**config.mk**
```make
export PLATFORM = sky130hd
export DESIGN_NAME = pipe_stall_ctrl_flat
export DESIGN_NICKNAME = d
export VERILOG_FILES = /design/src/rtl/pipe_pkg.sv /design/src/rtl/pipe_stall_ctrl_if.sv /design/src/rtl/pipe_stall_ctrl_if_id_reg.sv /design/src/rtl/pipe_stall_ctrl.sv /design/src/flat_wrapper.sv
export SDC_FILE = /design/constraint.sdc
export NUM_CORES = 1
export LEC_CHECK = 0
export CAP_MARGIN = 10
export CORE_ASPECT_RATIO = 2
export CORE_MARGIN = 2
export CORE_UTILIZATION = 44
export CTS_CLUSTER_DIAMETER = 100
export DETAILED_ROUTE_END_ITERATION = 6
export GPL_ROUTABILITY_DRIVEN = 1
export GPL_TIMING_DRIVEN = 0
export PLACE_DENSITY = 0.92
export SLEW_MARGIN = 20
export SYNTH_ARGS = -nofsm -noshare
export SYNTH_HDL_FRONTEND = slang
export SYNTH_SLANG_ARGS = --single-unit
```
**constraint.sdc**
```tcl
create_clock -name clk -period 4.9 [get_ports clk]
set_clock_uncertainty 0.1 [all_clocks]
set_input_delay 1.47 -clock clk [delete_from_list [all_inputs] [get_ports clk]]
set_output_delay 1.47 -clock clk [all_outputs]
set_load 0.05 [all_outputs]
```
**src/rtl/pipe_pkg.sv**
```systemverilog
// Shared types and constants for the pipeline stall/flush controller.
// Holds the FSM state encoding, the NOP encoding and the default divide latency.
package pipe_pkg;

   typedef enum logic {
      RUN      = 1'b0,
      DIV_WAIT = 1'b1
   } state_t;

   localparam logic [31:0] NOP_INSTR      = 32'h0000_0000;
   localparam int          DIV_CYCLES_DEF = 32;

   // Width of the divide-wait down-counter; it must hold DIV_CYCLES-2.
   function automatic int div_cnt_width(input int div_cycles);
      return (div_cycles > 2) ? $clog2(div_cycles) : 1;
   endfunction

endpackage

```
**src/rtl/pipe_stall_ctrl_if.sv**
```systemverilog
// Bundle between the hazard unit / branch logic / datapath (master) and the
// stall controller (slave).
interface pipe_stall_ctrl_if #(
   parameter int CNT_W = 16
);
   import pipe_pkg::*;

   // Enable semantics: a stage register loads on a clock edge only while its
   // *_write is 1; a *_bubble of 1 makes that register load a NOP instead of
   // the upstream stage. Stall and flush requests are level signals, sampled
   // every rising edge; ex_div_start is a one-cycle pulse.
   logic              ld_use_stall;
   logic              ex_mem_branch_taken;
   logic              ex_div_start;
   logic [31:0]       if_pc_plus4;
   logic [31:0]       if_instr;

   logic              pc_write;
   logic              if_id_write;
   logic              id_ex_bubble;
   logic              id_ex_write;
   logic              ex_mem_bubble;
   logic [31:0]       id_pc_plus4;
   logic [31:0]       id_instr;
   logic              id_valid;
   logic              div_busy;
   logic [CNT_W-1:0]  stall_cycles;
   state_t            state;

   modport master (
      output ld_use_stall, ex_mem_branch_taken, ex_div_start, if_pc_plus4, if_instr,
      input  pc_write, if_id_write, id_ex_bubble, id_ex_write, ex_mem_bubble,
      input  id_pc_plus4, id_instr, id_valid, div_busy, stall_cycles, state
   );

   modport slave (
      input  ld_use_stall, ex_mem_branch_taken, ex_div_start, if_pc_plus4, if_instr,
      output pc_write, if_id_write, id_ex_bubble, id_ex_write, ex_mem_bubble,
      output id_pc_plus4, id_instr, id_valid, div_busy, stall_cycles, state
   );

endinterface

```
**src/rtl/pipe_stall_ctrl_if_id_reg.sv**
```systemverilog
// IF/ID pipeline register: PC+4, instruction and a valid bit.
// A flush wins over a write and leaves a NOP with valid cleared.
module if_id_reg
   import pipe_pkg::*;
(
   input  logic        clk,
   input  logic        reset,
   input  logic        load,
   input  logic        flush,
   input  logic [31:0] src_pc_plus4,
   input  logic [31:0] src_instr,
   output logic [31:0] pc_plus4,
   output logic [31:0] instr,
   output logic        valid
);

   always_ff @(posedge clk) begin
      if (reset) begin
         pc_plus4 <= 32'h0;
         instr    <= NOP_INSTR;
         valid    <= 1'b0;
      end else if (flush) begin
         // PC+4 still follows IF so the slot keeps a sensible address.
         pc_plus4 <= src_pc_plus4;
         instr    <= NOP_INSTR;
         valid    <= 1'b0;
      end else if (load) begin
         pc_plus4 <= src_pc_plus4;
         instr    <= src_instr;
         valid    <= 1'b1;
      end
   end

endmodule

```
**src/rtl/pipe_stall_ctrl.sv**
```systemverilog
// Stall/flush controller for the 5-stage pipeline: owns IF/ID, the divide-wait
// FSM and a saturating count of cycles in which the PC did not advance.
module pipe_stall_ctrl
   import pipe_pkg::*;
#(
   parameter int DIV_CYCLES = DIV_CYCLES_DEF,
   parameter int CNT_W      = 16
) (
   input  logic              clk,
   input  logic              reset,
   pipe_stall_ctrl_if.slave  bus
);

   localparam int                DCNT_W   = div_cnt_width(DIV_CYCLES);
   localparam logic [DCNT_W-1:0] DIV_LOAD = DCNT_W'(DIV_CYCLES - 2);

   state_t             state;
   state_t             state_next;
   logic [DCNT_W-1:0]  div_cnt;
   logic [DCNT_W-1:0]  div_cnt_next;
   logic [CNT_W-1:0]   stall_cnt;

   logic               pc_write;
   logic               if_id_write;
   logic               id_ex_bubble;
   logic               id_ex_write;
   logic               ex_mem_bubble;
   logic               if_id_flush;

   always_ff @(posedge clk) begin
      if (reset) begin
         state   <= RUN;
         div_cnt <= '0;
      end else begin
         state   <= state_next;
         div_cnt <= div_cnt_next;
      end
   end

   // Priority: reset > branch flush > divide hold > load-use stall > normal.
   always_comb begin
      state_next    = state;
      div_cnt_next  = div_cnt;
      pc_write      = 1'b1;
      if_id_write   = 1'b1;
      id_ex_write   = 1'b1;
      id_ex_bubble  = 1'b0;
      ex_mem_bubble = 1'b0;
      if_id_flush   = 1'b0;
      if (!reset) begin
         if (bus.ex_mem_branch_taken) begin
            // A divide starting alongside the flush is on the wrong path.
            if_id_flush   = 1'b1;
            id_ex_bubble  = 1'b1;
            ex_mem_bubble = 1'b1;
            state_next    = RUN;
            div_cnt_next  = '0;
         end else if (state == DIV_WAIT) begin
            pc_write      = 1'b0;
            if_id_write   = 1'b0;
            id_ex_write   = 1'b0;
            ex_mem_bubble = 1'b1;
            if (div_cnt == '0) begin
               state_next = RUN;
            end else begin
               div_cnt_next = div_cnt - DCNT_W'(1);
            end
         end else if (bus.ex_div_start) begin
            // The start cycle itself counts toward EX occupancy.
            state_next   = DIV_WAIT;
            div_cnt_next = DIV_LOAD;
         end else if (bus.ld_use_stall) begin
            pc_write     = 1'b0;
            if_id_write  = 1'b0;
            id_ex_bubble = 1'b1;
         end
      end
   end

   always_ff @(posedge clk) begin
      if (reset) begin
         stall_cnt <= '0;
      end else if (!pc_write && (stall_cnt != '1)) begin
         stall_cnt <= stall_cnt + CNT_W'(1);
      end
   end

   if_id_reg u_if_id (
      .clk          (clk),
      .reset        (reset),
      .load         (if_id_write),
      .flush        (if_id_flush),
      .src_pc_plus4 (bus.if_pc_plus4),
      .src_instr    (bus.if_instr),
      .pc_plus4     (bus.id_pc_plus4),
      .instr        (bus.id_instr),
      .valid        (bus.id_valid)
   );

   assign bus.pc_write      = pc_write;
   assign bus.if_id_write   = if_id_write;
   assign bus.id_ex_bubble  = id_ex_bubble;
   assign bus.id_ex_write   = id_ex_write;
   assign bus.ex_mem_bubble = ex_mem_bubble;
   assign bus.div_busy      = (state == DIV_WAIT);
   assign bus.stall_cycles  = stall_cnt;
   assign bus.state         = state;

endmodule

```
**src/flat_wrapper.sv**
```systemverilog
// flat-port wrapper written by rule: the top's interface ports become plain ports
module pipe_stall_ctrl_flat import pipe_pkg::*;
#(
   parameter int DIV_CYCLES = DIV_CYCLES_DEF,
   parameter int CNT_W      = 16
)
  (clk, reset, bus_ld_use_stall, bus_ex_mem_branch_taken, bus_ex_div_start, bus_if_pc_plus4, bus_if_instr, bus_pc_write, bus_if_id_write, bus_id_ex_bubble, bus_id_ex_write, bus_ex_mem_bubble, bus_id_pc_plus4, bus_id_instr, bus_id_valid, bus_div_busy, bus_stall_cycles, bus_state);
  pipe_stall_ctrl_if #(.CNT_W(CNT_W)) bus_i ();
  input  logic clk;
  input  logic reset;
  input wire logic [$bits(bus_i.ld_use_stall)-1:0] bus_ld_use_stall;
  input wire logic [$bits(bus_i.ex_mem_branch_taken)-1:0] bus_ex_mem_branch_taken;
  input wire logic [$bits(bus_i.ex_div_start)-1:0] bus_ex_div_start;
  input wire logic [$bits(bus_i.if_pc_plus4)-1:0] bus_if_pc_plus4;
  input wire logic [$bits(bus_i.if_instr)-1:0] bus_if_instr;
  output wire logic [$bits(bus_i.pc_write)-1:0] bus_pc_write;
  output wire logic [$bits(bus_i.if_id_write)-1:0] bus_if_id_write;
  output wire logic [$bits(bus_i.id_ex_bubble)-1:0] bus_id_ex_bubble;
  output wire logic [$bits(bus_i.id_ex_write)-1:0] bus_id_ex_write;
  output wire logic [$bits(bus_i.ex_mem_bubble)-1:0] bus_ex_mem_bubble;
  output wire logic [$bits(bus_i.id_pc_plus4)-1:0] bus_id_pc_plus4;
  output wire logic [$bits(bus_i.id_instr)-1:0] bus_id_instr;
  output wire logic [$bits(bus_i.id_valid)-1:0] bus_id_valid;
  output wire logic [$bits(bus_i.div_busy)-1:0] bus_div_busy;
  output wire logic [$bits(bus_i.stall_cycles)-1:0] bus_stall_cycles;
  output wire logic [$bits(bus_i.state)-1:0] bus_state;
  assign bus_i.ld_use_stall = bus_ld_use_stall;
  assign bus_i.ex_mem_branch_taken = bus_ex_mem_branch_taken;
  assign bus_i.ex_div_start = bus_ex_div_start;
  assign bus_i.if_pc_plus4 = bus_if_pc_plus4;
  assign bus_i.if_instr = bus_if_instr;
  assign bus_pc_write = bus_i.pc_write;
  assign bus_if_id_write = bus_i.if_id_write;
  assign bus_id_ex_bubble = bus_i.id_ex_bubble;
  assign bus_id_ex_write = bus_i.id_ex_write;
  assign bus_ex_mem_bubble = bus_i.ex_mem_bubble;
  assign bus_id_pc_plus4 = bus_i.id_pc_plus4;
  assign bus_id_instr = bus_i.id_instr;
  assign bus_id_valid = bus_i.id_valid;
  assign bus_div_busy = bus_i.div_busy;
  assign bus_stall_cycles = bus_i.stall_cycles;
  assign bus_state = bus_i.state;
  pipe_stall_ctrl #(.DIV_CYCLES(DIV_CYCLES), .CNT_W(CNT_W)) u_core (.clk(clk), .reset(reset), .bus(bus_i));
endmodule
```
== Word-level counts from Yosys, hierarchy flattened ==
Cells that the tools add are included.
Word-level totals
  bits in registers: 87
  input port bits: 69
  output and inout bits: 88
  word-level logic and storage cells: 44
Cells by class
  $add $sub $neg: 2
  equal/unequal tests: 2
  multiplexer cells: 26
  reductions and logical operators: 8
Operators with widths (number)
  two-way mux 32 bit: 2
  two-way mux 1 bit: 21
  adder 16 x 1 -> 16 bit, second input constant: 1
  inequality test 16 bit, second input constant: 1
  two-way mux 5 bit: 3
  logical NOT 5 bit: 1
  subtractor 5 x 1 -> 5 bit, second input constant: 1
  nonzero test 2 bit: 2
  OR reduction 2 bit: 2
  inequality test 2 bit, second input constant: 1
  AND reduction 2 bit: 1
  logical AND 1 bit: 1
  logical NOT 1 bit: 1

== Logic depth before layout (Yosys ltp) ==
  depth in word-level cells: 7
  depth in mapped cells: 9
  mapped depth without buffers: 6

== Cells and area by module ==
A second synthesis with hierarchy kept.
Unflattened totals
  cells, all modules: 400
  area, all modules: 3848.7 um^2
Modules (own cells, without submodules)
  if_id_reg: instances 1, cells an instance 253, area an instance 2532.4 um^2, seq. area each 1301.2 um^2
  pipe_stall_ctrl: instances 1, cells an instance 147, area an instance 1316.3 um^2, seq. area each 440.4 um^2

== Least setup slack after synthesis ==
OpenSTA, ideal clock, no wires.
  kind: in2out
  from: in bus_ld_use_stall
  to: out bus_pc_write
  arrival time: 2.731 ns
  required time: 3.330 ns
  setup slack: 0.599 ns
  cell stages on the path: 7
  buffers on the path: 4
  cell sequence: nor2b_4 > o21a_1 > buf_4 > inv_2 > buf_2 > buf_2 > buf_4
On the way
  word-level cells in the longest chain between the ends: 5
RTL lines
  from (decl): RTL line flat_wrapper.sv:11  | input wire logic [$bits(bus_i.ld_use_stall)-1:0] bus_ld_use_stall;
  two-way mux 1 bit (5 in series)
  to (decl): RTL line flat_wrapper.sv:16  | output wire logic [$bits(bus_i.pc_write)-1:0] bus_pc_write;
No other way between the ends.

== Final worst setup path ==
  from: in bus_ex_mem_branch_taken
  to: out bus_ex_mem_bubble
On the way
  word-level cells in the longest chain between the ends: 2
RTL lines
  from (decl): RTL line flat_wrapper.sv:12  | input wire logic [$bits(bus_i.ex_mem_branch_taken)-1:0] bus_ex_mem_branch_taken;
  two-way mux 1 bit: RTL line pipe_stall_ctrl.sv:51  | if (bus.ex_mem_branch_taken) begin
  two-way mux 1 bit: RTL line pipe_stall_ctrl.sv:50  | if (!reset) begin
  to (decl): RTL line flat_wrapper.sv:20  | output wire logic [$bits(bus_i.ex_mem_bubble)-1:0] bus_ex_mem_bubble;
No other way between the ends.

==> key figures <==
Status
  • Status: finished clean

Yosys
  • Synthesized Nets: roughly 490
  • Post-synthesis compound-gate area fraction: roughly 17%
  • Synth Area in Simple Gates: between 20% and 30%
  • Seq/Total Area, Yosys: ~52%
  • Top-count cell post-synth: nand2_1
  • Yosys top cell area share: roughly half
  • Async set or reset register ratio after synthesis: 0%
  • Mux contribution to synthesized area: 0.2963%
  • Yosys warning total: 0
  • Post-Synth Adder-Cell Area: less than 1%
  • Main area contributors after synthesis: dfxtp_1 (52%), nand2_1 (15%), a21oi_1 (12%)
  • Post-synth EDFFs: 0
  • Area share of xor/xnor cells in the synthesized design: less than 1%
  • Primary FF master, synth: dfxtp_1
  • Synth top cells by count: nand2_1 (138), dfxtp_1 (87), a21oi_1 (83)
  • Syn Inst Count: ~420
  • Mean Syn Cell Area: 8.024 um^2
  • Largest area contributor in the synthesized netlist: dfxtp_1
  • Register bit total from synthesis: between 80 and 90
  • Synth unique cells: 37
  • Largest family of logic cells by synthesized area: simple AND/OR/NAND/NOR gates
  • Cell area after synthesis: ~3400 um^2

Clock network
  • TritonCTS clock tree: built
  • Cts hold-fix bufs: 0
  • CTS clk-pin slew, worst paths: 0.06 ns
  • Setup bufs post-CTS: 0
  • Clock sinks: 87
  • Root Driver: clkbuf_16
  • Clock buffer count from CTS: 9
  • CTS max path bufs: 2
  • H-tree depth: 3
  • Clk Latency, worst-skew pair: approximately 0.33 ns

STA
  • RSZ-0062 raised after global routing: no
  • WHS: between 0.3 and 0.4 ns
  • Final worst-path cycle share: 97.25%
  • Slew headroom: approximately half
  • Endpoints failing hold: 0
  • Fmax: between 0.2 and 0.25 GHz
  • Worst-Margin Slew: slightly above 0.7 ns
  • # setup viols final: 0
  • TNS Setup: 0 ns
  • Period minus WS final: between 4 and 5 ns
  • PnR worst setup slack: 0.1346 ns
  • Fin. max-slew vios: 0

Floorplan
  • Die extent in x: between 60 and 70 um
  • FP Rows: between 40 and 50
  • Core area: about 7500 um^2
  • Die Area: about 8400 um^2
  • Initial Util: 44.78%
  • Die Y-Extent: around 130 um
  • IO Count: 157

GRT
  • First-pass GRT wire length: 15.88 mm
  • Vias in the first global route: 3,431
  • Global route total overflow: 0
  • Initial antenna violation count: 0
  • Pin count of the biggest net entering global routing: 24
  • Gr usage total: 24.23%

Place
  • Area post-placement: 5047 um^2
  • Hpwl dp: 7.823 mm
  • Placed insts: 670
  • Routability cong.: just under 0.8
  • Place WS: -0.5874 ns
  • IO buf count: about 160

Worst setup path
  • R2r startpoint: u_core.bus.stall_cycles[0]$_SDFFE_PP0P_
  • Worst setup EP type: output port
  • Crit Path Max Fanout: 5
  • R2R depth: 5
  • CP Launch Type: primary input
  • Required time worst endpoint: 3.33 ns
  • Kind of critical path: in2out
  • R2r endpoint: u_core.bus.stall_cycles[14]$_SDFFE_PP0P_
  • R2r setup slk: 2.85 ns
  • Critical path arrival: 3.20 ns

Worst hold path
  • Min-Delay Endpoint: u_core.u_if_id.pc_plus4[23]$_SDFFE_PP0P_
  • Hold Path Origin: u_core.u_if_id.pc_plus4[23]$_SDFFE_PP0P_
  • Hold Path Stages: 2
  • Hold WC Path Type: reg2reg

Finish
  • Final std cells w/o fill: ~680
  • Final core occ: a little over two thirds
  • # fillers: approximately 580
  • ANT cells: 0
  • Final Instance Area: between 5000 and 6000 um^2
  • Area growth syn-to-layout: 57.85%
  • Layout net count: between 600 and 700
  • Share of cells above drive strength 1: around 5.8%

Power and ir drop
  • Peak supply drop: between 0.2 and 0.3 mV
  • Total power: between 1.5 and 2 mW
  • Leak: 1.978 nW
  • PD cells: approximately 330 nW/um^2

Drt
  • Top layer in use: met4
  • Met3 Wirelength: ~700 um
  • Vias/cell: about 5.2
  • Final ANT Viol Nets: 0
  • Vias: ~3.6k
  • Met2 WL post-DR: between 5 and 6 mm
  • Wire per inst: approximately 15 um
  • DR iter-0 viols: 185
  • DR DRC count: 0
  • Met1 WL: 3.808 mm
  • Number of detailed-route iterations in the first pass: 4
  • Post-Route WL: about 10 mm

Job
  • Number of max-cap violations: 0
## flip-flops by register name, summed over array words and instances, names as in the netlist
register                 count
u_core.div_cnt               5
u_core.u_if_id.valid         1
u_core.bus.div_busy          1
u_core.u_if_id.instr        32
u_core.u_if_id.pc_plus4     32
u_core.bus.stall_cycles     16
## cell families after synthesis
family | count (synthesis)
buffers and inverters | 35
multiplexers | 1
AO/OA/AOI/OAI | 103
XOR/XNOR | 2
flip-flops | 87
adder cells (fa/ha/maj) | 2
AND/OR/NAND/NOR | 191
## cell usage in the layout, fill, tap and decap left out, types with 2 or more instances in the layout
cell / Yosys / final
ha_1: 2 / 2
or4_1: 9 / 9
or2_2: 2 / 2
nand3_1: 9 / 9
clkdlybuf4s50_1: 0 / 153
nand4_1: 5 / 5
o2111ai_1: 2 / 2
o31ai_1: 8 / 8
xor2_1: 2 / 2
dfxtp_1: 87 / 87
clkinv_2: 0 / 3
nand2_1: 138 / 138
or3_1: 3 / 3
and4_1: 2 / 2
o21ai_0: 5 / 5
nor2_1: 8 / 8
nor3_2: 2 / 2
clkdlybuf4s15_2: 0 / 2
a21oi_1: 83 / 83
buf_4: 3 / 3
clkbuf_16: 0 / 9
clkbuf_1: 20 / 21
inv_1: 5 / 5
and3_1: 3 / 3
buf_2: 5 / 3
nor3_1: 3 / 3
## layer usage
| metal | vias to the layer above | track usage, % |
|---|---|---|
| met3 | 22 | 5.970 |
| met5 | - | 0 |
| met2 | 152 | 44.80 |
| met1 | 1622 | 24.80 |
| met4 | 0 | 10.80 |
| li1 | 1760 | - |
## power breakdown
part           internal (mW)  switching (mW)
clock network          0.393           0.267
registers              0.738          0.0179
logic                  0.125           0.193
total                   1.26           0.478
## worst max-delay path by stage
stage | cells past startpoint | end | slack [ns] | startpoint
6_report | 4 | bus_ex_mem_bubble | 0.13 | bus_ex_mem_branch_taken
5_1_grt | 5 | bus_id_ex_bubble | 0.12 | bus_ex_div_start
4_1_cts | 7 | bus_pc_write | 0.05 | bus_ex_mem_branch_taken
3_5_place_dp | 9 | bus_pc_write | -0.59 | bus_ex_mem_branch_taken
3_3_place_gp | 9 | bus_pc_write | -0.53 | bus_ex_mem_branch_taken
2_1_floorplan | 7 | bus_pc_write | 0.60 | bus_ld_use_stall
## critical path, cell delays in order
cell,delay (ns)
clkdlybuf4s50_1,0.60
nor2_1,0.08
nor2_1,0.18
clkdlybuf4s50_1,0.86
## final cells by class
| cell class | instances | area (um^2) | share of cell area, % |
|---|---|---|---|
| buffer | 27 | 123.9 | 2.323 |
| clock buffer | 10 | 229.0 | 4.294 |
| clock inverter | 6 | 61.31 | 1.150 |
| inverter | 6 | 25.02 | 0.4693 |
| multi-input combinational | 299 | 1480 | 27.76 |
| sequential | 87 | 1742 | 32.66 |
| tap | 94 | 117.6 | 2.206 |
| timing repair buffer | 155 | 1554 | 29.14 |
## timing repair
item,4_1_cts,5_1_grt
pin swaps,0,0
resized for setup,6,2
endpoints found under the setup margin,2,1
Note: power is estimated with default switching activity, not from simulation.
==> RTL change 1 (same settings) <==
`CNT_W` is set to 16 in 3 places; all go to 18.
--- a/src/rtl/pipe_stall_ctrl_if.sv
+++ b/src/rtl/pipe_stall_ctrl_if.sv
@@ -2,5 +2,5 @@
 // stall controller (slave).
 interface pipe_stall_ctrl_if #(
-   parameter int CNT_W = 16
+   parameter int CNT_W = 18
 );
    import pipe_pkg::*;
--- a/src/rtl/pipe_stall_ctrl.sv
+++ b/src/rtl/pipe_stall_ctrl.sv
@@ -5,5 +5,5 @@
 #(
    parameter int DIV_CYCLES = DIV_CYCLES_DEF,
-   parameter int CNT_W      = 16
+   parameter int CNT_W      = 18
 ) (
    input  logic              clk,
--- a/src/flat_wrapper.sv
+++ b/src/flat_wrapper.sv
@@ -3,5 +3,5 @@
 #(
    parameter int DIV_CYCLES = DIV_CYCLES_DEF,
-   parameter int CNT_W      = 16
+   parameter int CNT_W      = 18
 )
   (clk, reset, bus_ld_use_stall, bus_ex_mem_branch_taken, bus_ex_div_start, bus_if_pc_plus4, bus_if_instr, bus_pc_write, bus_if_id_write, bus_id_ex_bubble, bus_id_ex_write, bus_ex_mem_bubble, bus_id_pc_plus4, bus_id_instr, bus_id_valid, bus_div_busy, bus_stall_cycles, bus_state);
Ports: changed (resized bus_stall_cycles); port bits go from 157 to 159. The function was not compared with the original's and may differ.
==> RTL change 1 against the original RTL <==
Design area is 3.7% higher. Sequential share of layout area is 0.43 points lower. Routed wire length is 7.7% higher. Register-to-register slack hardly changed. Power is 2.3% higher. Count of clock-buffer cells in the layout stayed put. Global-route usage is 0.99 points higher. Worst setup slack better by 0.012 ns. Sequential cell count is 2 higher. Synthesized area is 4.7% higher. Combinational power is 2% higher.
==> RTL change 1: results <==
export IMPL_status="finished, final reports clean"
export IMPL_cp_slowest_cell="clkdlybuf4s50_1"
export IMPL_synthAdderAreaFrac_pct=0.708
export IMPL_tightestPinTransition_ns=0.572
export IMPL_numCtsBuffers=9
export IMPL_dr_pass1_iters=4
export IMPL_clock_latency_ns=0.34
export IMPL_grt_pass1_vias=3561
export IMPL_synthTopCellsByArea="dfxtp_1 (50%), nand2_1 (15%), a21oi_1 (11%)"
export IMPL_syn_nets=505
export IMPL_htree_levels=3
export IMPL_clk_pin_slew_ns=0.06
export IMPL_hold_class="register to register"
export IMPL_grt_max_degree=16
export IMPL_synthMuxAreaShare_pct=2.05
export IMPL_cts_setup_buffers=0
export IMPL_portBuffers=158
export IMPL_hpwl_um=8370
export IMPL_synthDistinctLibCells=45
export IMPL_drive_above_1_share_pct=7.07
export IMPL_vias=3760
export IMPL_synthTopCellsByCount="nand2_1 (144), dfxtp_1 (89), a21oi_1 (77), clkbuf_1 (13), buf_2 (8)"
export IMPL_async_reset_ff_share_pct=0
export IMPL_final_nets=674
export IMPL_max_stage_delay_ns=0.82
export IMPL_first_iter_violations=253
export IMPL_yosys_warnings=0
export IMPL_clk_path_buf_depth=2
export IMPL_worstPathMaxFanout=10
export IMPL_synth_seq_area_share_pct=50.4
export IMPL_cts_root_buf="clkbuf_16"
export IMPL_syn_inst=434
export IMPL_avgRoutedWirePerCell_um=15.6
export IMPL_p_leak_uw=0.00215
export IMPL_grt_usage_pct=25.2
export IMPL_finalNonFillerCells=704
export IMPL_gp_congestion=0.839
export IMPL_antenna_found_initial=0
export IMPL_synth_compound_area_share_pct=17.4
export IMPL_cp_arrival_ns=3.18
export IMPL_pre_cts_ws_ns=-0.626
export IMPL_place_inst=688
export IMPL_crit_family="buffers and inverters"
export IMPL_diodes=0
export IMPL_synth_xor_area_share_pct=0.495
export IMPL_vdd_drop_max_v=0.000250
export IMPL_grt_pass1_wl_um=16800
export IMPL_switching_share_pct=28.0
[RTL change 1: cell types whose count changed in the layout (fill, tap and decap cells not counted), moves of 4 or more]
cell / unedited run / this run
clkbuf_1: 21 / 13
buf_2: 3 / 10
a21oi_1: 83 / 77
nand2_1: 138 / 144
or4_1: 9 / 3
o31ai_1: 8 / 3
and2_1: 0 / 4
mux2i_1: 1 / 5
[RTL change 1: final cells by class]
cell class	count	area (um2)
flip-flops and latches	89	1780
repair buffers	158	1570
well taps	96	120
clock buffers	10	229
clock inverters	6	66.3
fillers	646	2360
multi-input cells	309	1590
inverters	7	26.3
plain buffers	29	143
[RTL change 1: cell families (layout without fill, tap and decap cells)]
group           after synthesis  in the layout
simple gates                194            194
compound gates              104            104
flops                        89             89
buf+inv                      36            210
mux                           7              7
fa+ha+maj                     2              2
xor+xnor                      2              2
[RTL change 1: worst paths after layout]
check / slack, ns / start / cells past startpoint / endpoint
max: 0.15 / reset / 5 / bus_ex_mem_bubble
min: 0.35 / u_core.u_if_id.pc_plus4[17]$_SDFFE_PP0P_ / 2 / u_core.u_if_id.pc_plus4[17]$_SDFFE_PP0P_
max reg2reg: 2.84 / u_core.bus.stall_cycles[0]$_SDFFE_PP0P_ / 5 / u_core.bus.stall_cycles[1]$_SDFFE_PP0P_
min reg2reg: 0.35 / u_core.u_if_id.pc_plus4[17]$_SDFFE_PP0P_ / 2 / u_core.u_if_id.pc_plus4[17]$_SDFFE_PP0P_
[RTL change 1: routing by layer]
layer | share of wire (%) | vias up | wire length (um) | global-route usage [%]
met4 | 3.6 | 0 | 399 | 13.9
met5 | 0 | - | 0 | 0
li1 | - | 1814 | - | -
met3 | 8.5 | 30 | 937 | 6.51
met1 | 34 | 1720 | 3770 | 23.8
met2 | 54 | 196 | 5910 | 47.2
[RTL change 1: worst min-delay path: cells and delay by family (launching register included)]
kind               cells  cell delay (ns)
AOI/OAI and AO/OA      1             0.05
DFF                    1             0.31
and+or+nand+nor        1             0.05
[RTL change 1: power by group through the flow]
stage	registers, uW	clock network, uW	logic, uW
after detailed placement	789	0	323
final	773	677	323
after global routing	776	719	341
after global placement	786	0	317
after CTS	773	690	324
after floorplan	887	0	81.4
[RTL change 1: repair_timing]
action / in CTS / in global routing
hold buffers: 0 / 0
gates resized for setup: 16 / 1
setup endpoints to repair: 4 / 1
[RTL change 1: stage by stage]
| stage | cell area [um2] | hold slack [ns] | power (uW) | utilization, % |
|---|---|---|---|---|
| after floorplan | 3540 | 0.332 | 969 | - |
| after global placement | 5240 | 0.337 | 1100 | 66.4 |
| after detailed placement | 5240 | 0.342 | 1110 | 66.4 |
| after CTS | 5530 | 0.351 | 1790 | 70.1 |
| after global routing | 5530 | 0.369 | 1840 | 70.1 |
| final | 5530 | 0.348 | 1770 | 70.1 |
==> RTL change 2 (same settings) <==
Without the edit above. Reset style: asynchronous (`reset`), changed in 3 clocked blocks.
--- a/src/rtl/pipe_stall_ctrl_if_id_reg.sv
+++ b/src/rtl/pipe_stall_ctrl_if_id_reg.sv
@@ -15,5 +15,5 @@
 );
 
-   always_ff @(posedge clk) begin
+   always_ff @(posedge clk or posedge reset) begin
       if (reset) begin
          pc_plus4 <= 32'h0;
--- a/src/rtl/pipe_stall_ctrl.sv
+++ b/src/rtl/pipe_stall_ctrl.sv
@@ -28,5 +28,5 @@
    logic               if_id_flush;
 
-   always_ff @(posedge clk) begin
+   always_ff @(posedge clk or posedge reset) begin
       if (reset) begin
          state   <= RUN;
@@ -78,5 +78,5 @@
    end
 
-   always_ff @(posedge clk) begin
+   always_ff @(posedge clk or posedge reset) begin
       if (reset) begin
          stall_cnt <= '0;
Behaviour: differs if reset is asserted again (counterexample within 4 cycles, from zero or initial values and one cycle with reset high); with reset held inactive, the same outputs for 10 cycles.
==> RTL change 2 against the original RTL <==
Synthesized cell count down 19%. Routed wire length down 1.8%. Worst setup slack better by 0.054 ns. Synthesized area up 6.7%. Design area up 5.7%. Register-to-register slack better by 0.02 ns. First-iteration DRC count down 25%. Count of clock-buffer cells in the layout up 2. Sequential cell count unchanged.
Power is not compared: it rests on default switching activity, and its combinational part moved more than twofold at a synthesized area within 25%.
==> RTL change 2: results <==
export IMPL_status="finished, final reports clean"
export IMPL_hold_start="u_core.u_if_id.pc_plus4[29]$_DFFE_PP0P_"
export IMPL_setup_violations_final=0
export IMPL_grt_max_degree=34
export IMPL_grt_usage_pct=23.4
export IMPL_r2r_setup_slack_ns=2.87
export IMPL_async_reset_ff_share_pct=100
export IMPL_grt_pass1_wl_um=16000
export IMPL_yosys_most_used_dff="dfrtp_1"
export IMPL_hpwl_um=7850
export IMPL_gp_congestion=0.820
export IMPL_worstHoldEndpoint="u_core.u_if_id.pc_plus4[29]$_DFFE_PP0P_"
export IMPL_grt_pass1_vias=3377
export IMPL_vias=3175
export IMPL_diodes=0
export IMPL_avgRoutedWirePerCell_um=16.5
export IMPL_vdd_drop_max_v=0.000288
export IMPL_final_nets=579
export IMPL_yosys_warnings=0
export IMPL_hold_class="register to register"
export IMPL_portBuffers=155
export IMPL_synthDistinctLibCells=41
export IMPL_clk_path_buf_depth=2
export IMPL_synthTopCellsByArea="dfrtp_1 (60%), nand2_1 (11%), a22o_1 (8.7%)"
export IMPL_placed_cell_area_um2=5330
export IMPL_reg2reg_to="u_core.div_cnt[3]$_DFFE_PP0P_"
export IMPL_clk_pin_slew_ns=0.06
export IMPL_dr_pass1_iters=4
export IMPL_rr_startpoint="u_core.div_cnt[0]$_DFFE_PP0P_"
export IMPL_p_leak_uw=0.00262
export IMPL_worstPathMaxFanout=20
export IMPL_synth_seq_area_share_pct=60.4
export IMPL_tightestPinTransition_ns=0.652
export IMPL_synthTopCellsByCount="nand2_1 (105), dfrtp_1 (87), a22o_1 (36), clkbuf_1 (13), nor2_1 (10)"
export IMPL_syn_nets=410
export IMPL_drive_above_1_share_pct=8.19
export IMPL_clock_latency_ns=0.33
export IMPL_first_iter_violations=138
export IMPL_fill_cells=615
export IMPL_ff2ff_path_depth=6
export IMPL_cp_arrival_ns=3.14
## RTL change 2: cell count changes after synthesis, sizes merged, moves of 5 or more
cell,delta
dfrtp,+87
dfxtp,-87
a21oi,-80
a22o,+36
nand2,-33
or4,-9
o31ai,-8
clkbuf,-7
xor2,+7
nand3,-5
xnor2,+5
## RTL change 2: timing repair
| item | CTS | global route |
|---|---|---|
| hold endpoints to repair | 0 | 0 |
| gates resized for setup | 8 | 1 |
| setup buffers | 0 | 2 |
| pin swaps | 0 | 1 |
| setup endpoints to repair | 4 | 2 |
## RTL change 2: kinds of logic (layout without fill, tap and decap cells)
logic type / count (synthesis) / in the layout / synth area share, %
compound gates: 54 / 54 / 12.1
xor+xnor: 14 / 14 / 3.40
fa+ha+maj: 2 / 2 / 0.694
buf+inv: 26 / 200 / 3.12
flops: 87 / 87 / 60.4
mux: 1 / 1 / 0.416
simple gates: 155 / 155 / 19.9
## RTL change 2: area by class of cell
cell class	instances	area [um2]	area share (%)
clock buffers	12	267	4.73
well taps	96	120	2.13
plain buffers	18	92.6	1.64
inverters	7	30.0	0.533
clock inverters	4	28.8	0.510
flip-flops and latches	87	2180	38.6
repair buffers	159	1610	28.5
multi-input cells	226	1320	23.3
## RTL change 2: metrics by stage
stage	hold slack [ns]	setup TNS, ns	setup slack (ns)	total power [uW]	cells
final	0.364	0	0.189	2340	609
after global routing	0.388	0	0.0926	2450	609
after CTS	0.368	0	0.00508	2360	607
after detailed placement	0.354	-1.33	-0.687	1710	592
after global placement	0.351	-2.28	-1.06	1680	590
after floorplan	0.372	-0.360	-0.360	1400	339
## RTL change 2: how the worst max path moves through the flow
| stage | startpoint | endpoint | slack, ns | cells after the start |
|---|---|---|---|---|
| CTS | bus_ex_div_start | bus_pc_write | 0.005 | 7 |
| global placement | reset | bus_id_ex_write | -1.06 | 4 |
| global route | bus_ex_div_start | bus_pc_write | 0.09 | 7 |
| finish | bus_ex_div_start | bus_pc_write | 0.19 | 7 |
| floorplan | reset | bus_id_ex_write | -0.36 | 3 |
| detailed placement | bus_ex_div_start | bus_pc_write | -0.69 | 8 |
## RTL change 2: metal layers
layer / wire length [um] / up-vias / global-route usage (%)
met2: 5700 / 118 / 42.9
li1: - / 1491 / -
met1: 3480 / 1549 / 24.5
met4: 213 / 0 / 8.78
met5: 0 / - / 0
met3: 649 / 17 / 5.38
## RTL change 2: power by group
| part | leakage (uW) | switching, uW | internal [uW] |
|---|---|---|---|
| clock | 0.000141 | 262 | 385 |
| combinational | 0.00140 | 512 | 296 |
| sequential | 0.00107 | 76.9 | 812 |
## RTL change 2: worst max-delay path, cell delays in order
cell and delay, ns:
clkdlybuf4s50_1 0.52, nand2b_1 0.21, a21boi_4 0.09, inv_2 0.07
buf_4 0.26, buf_4 0.15, clkdlybuf4s15_2 0.36
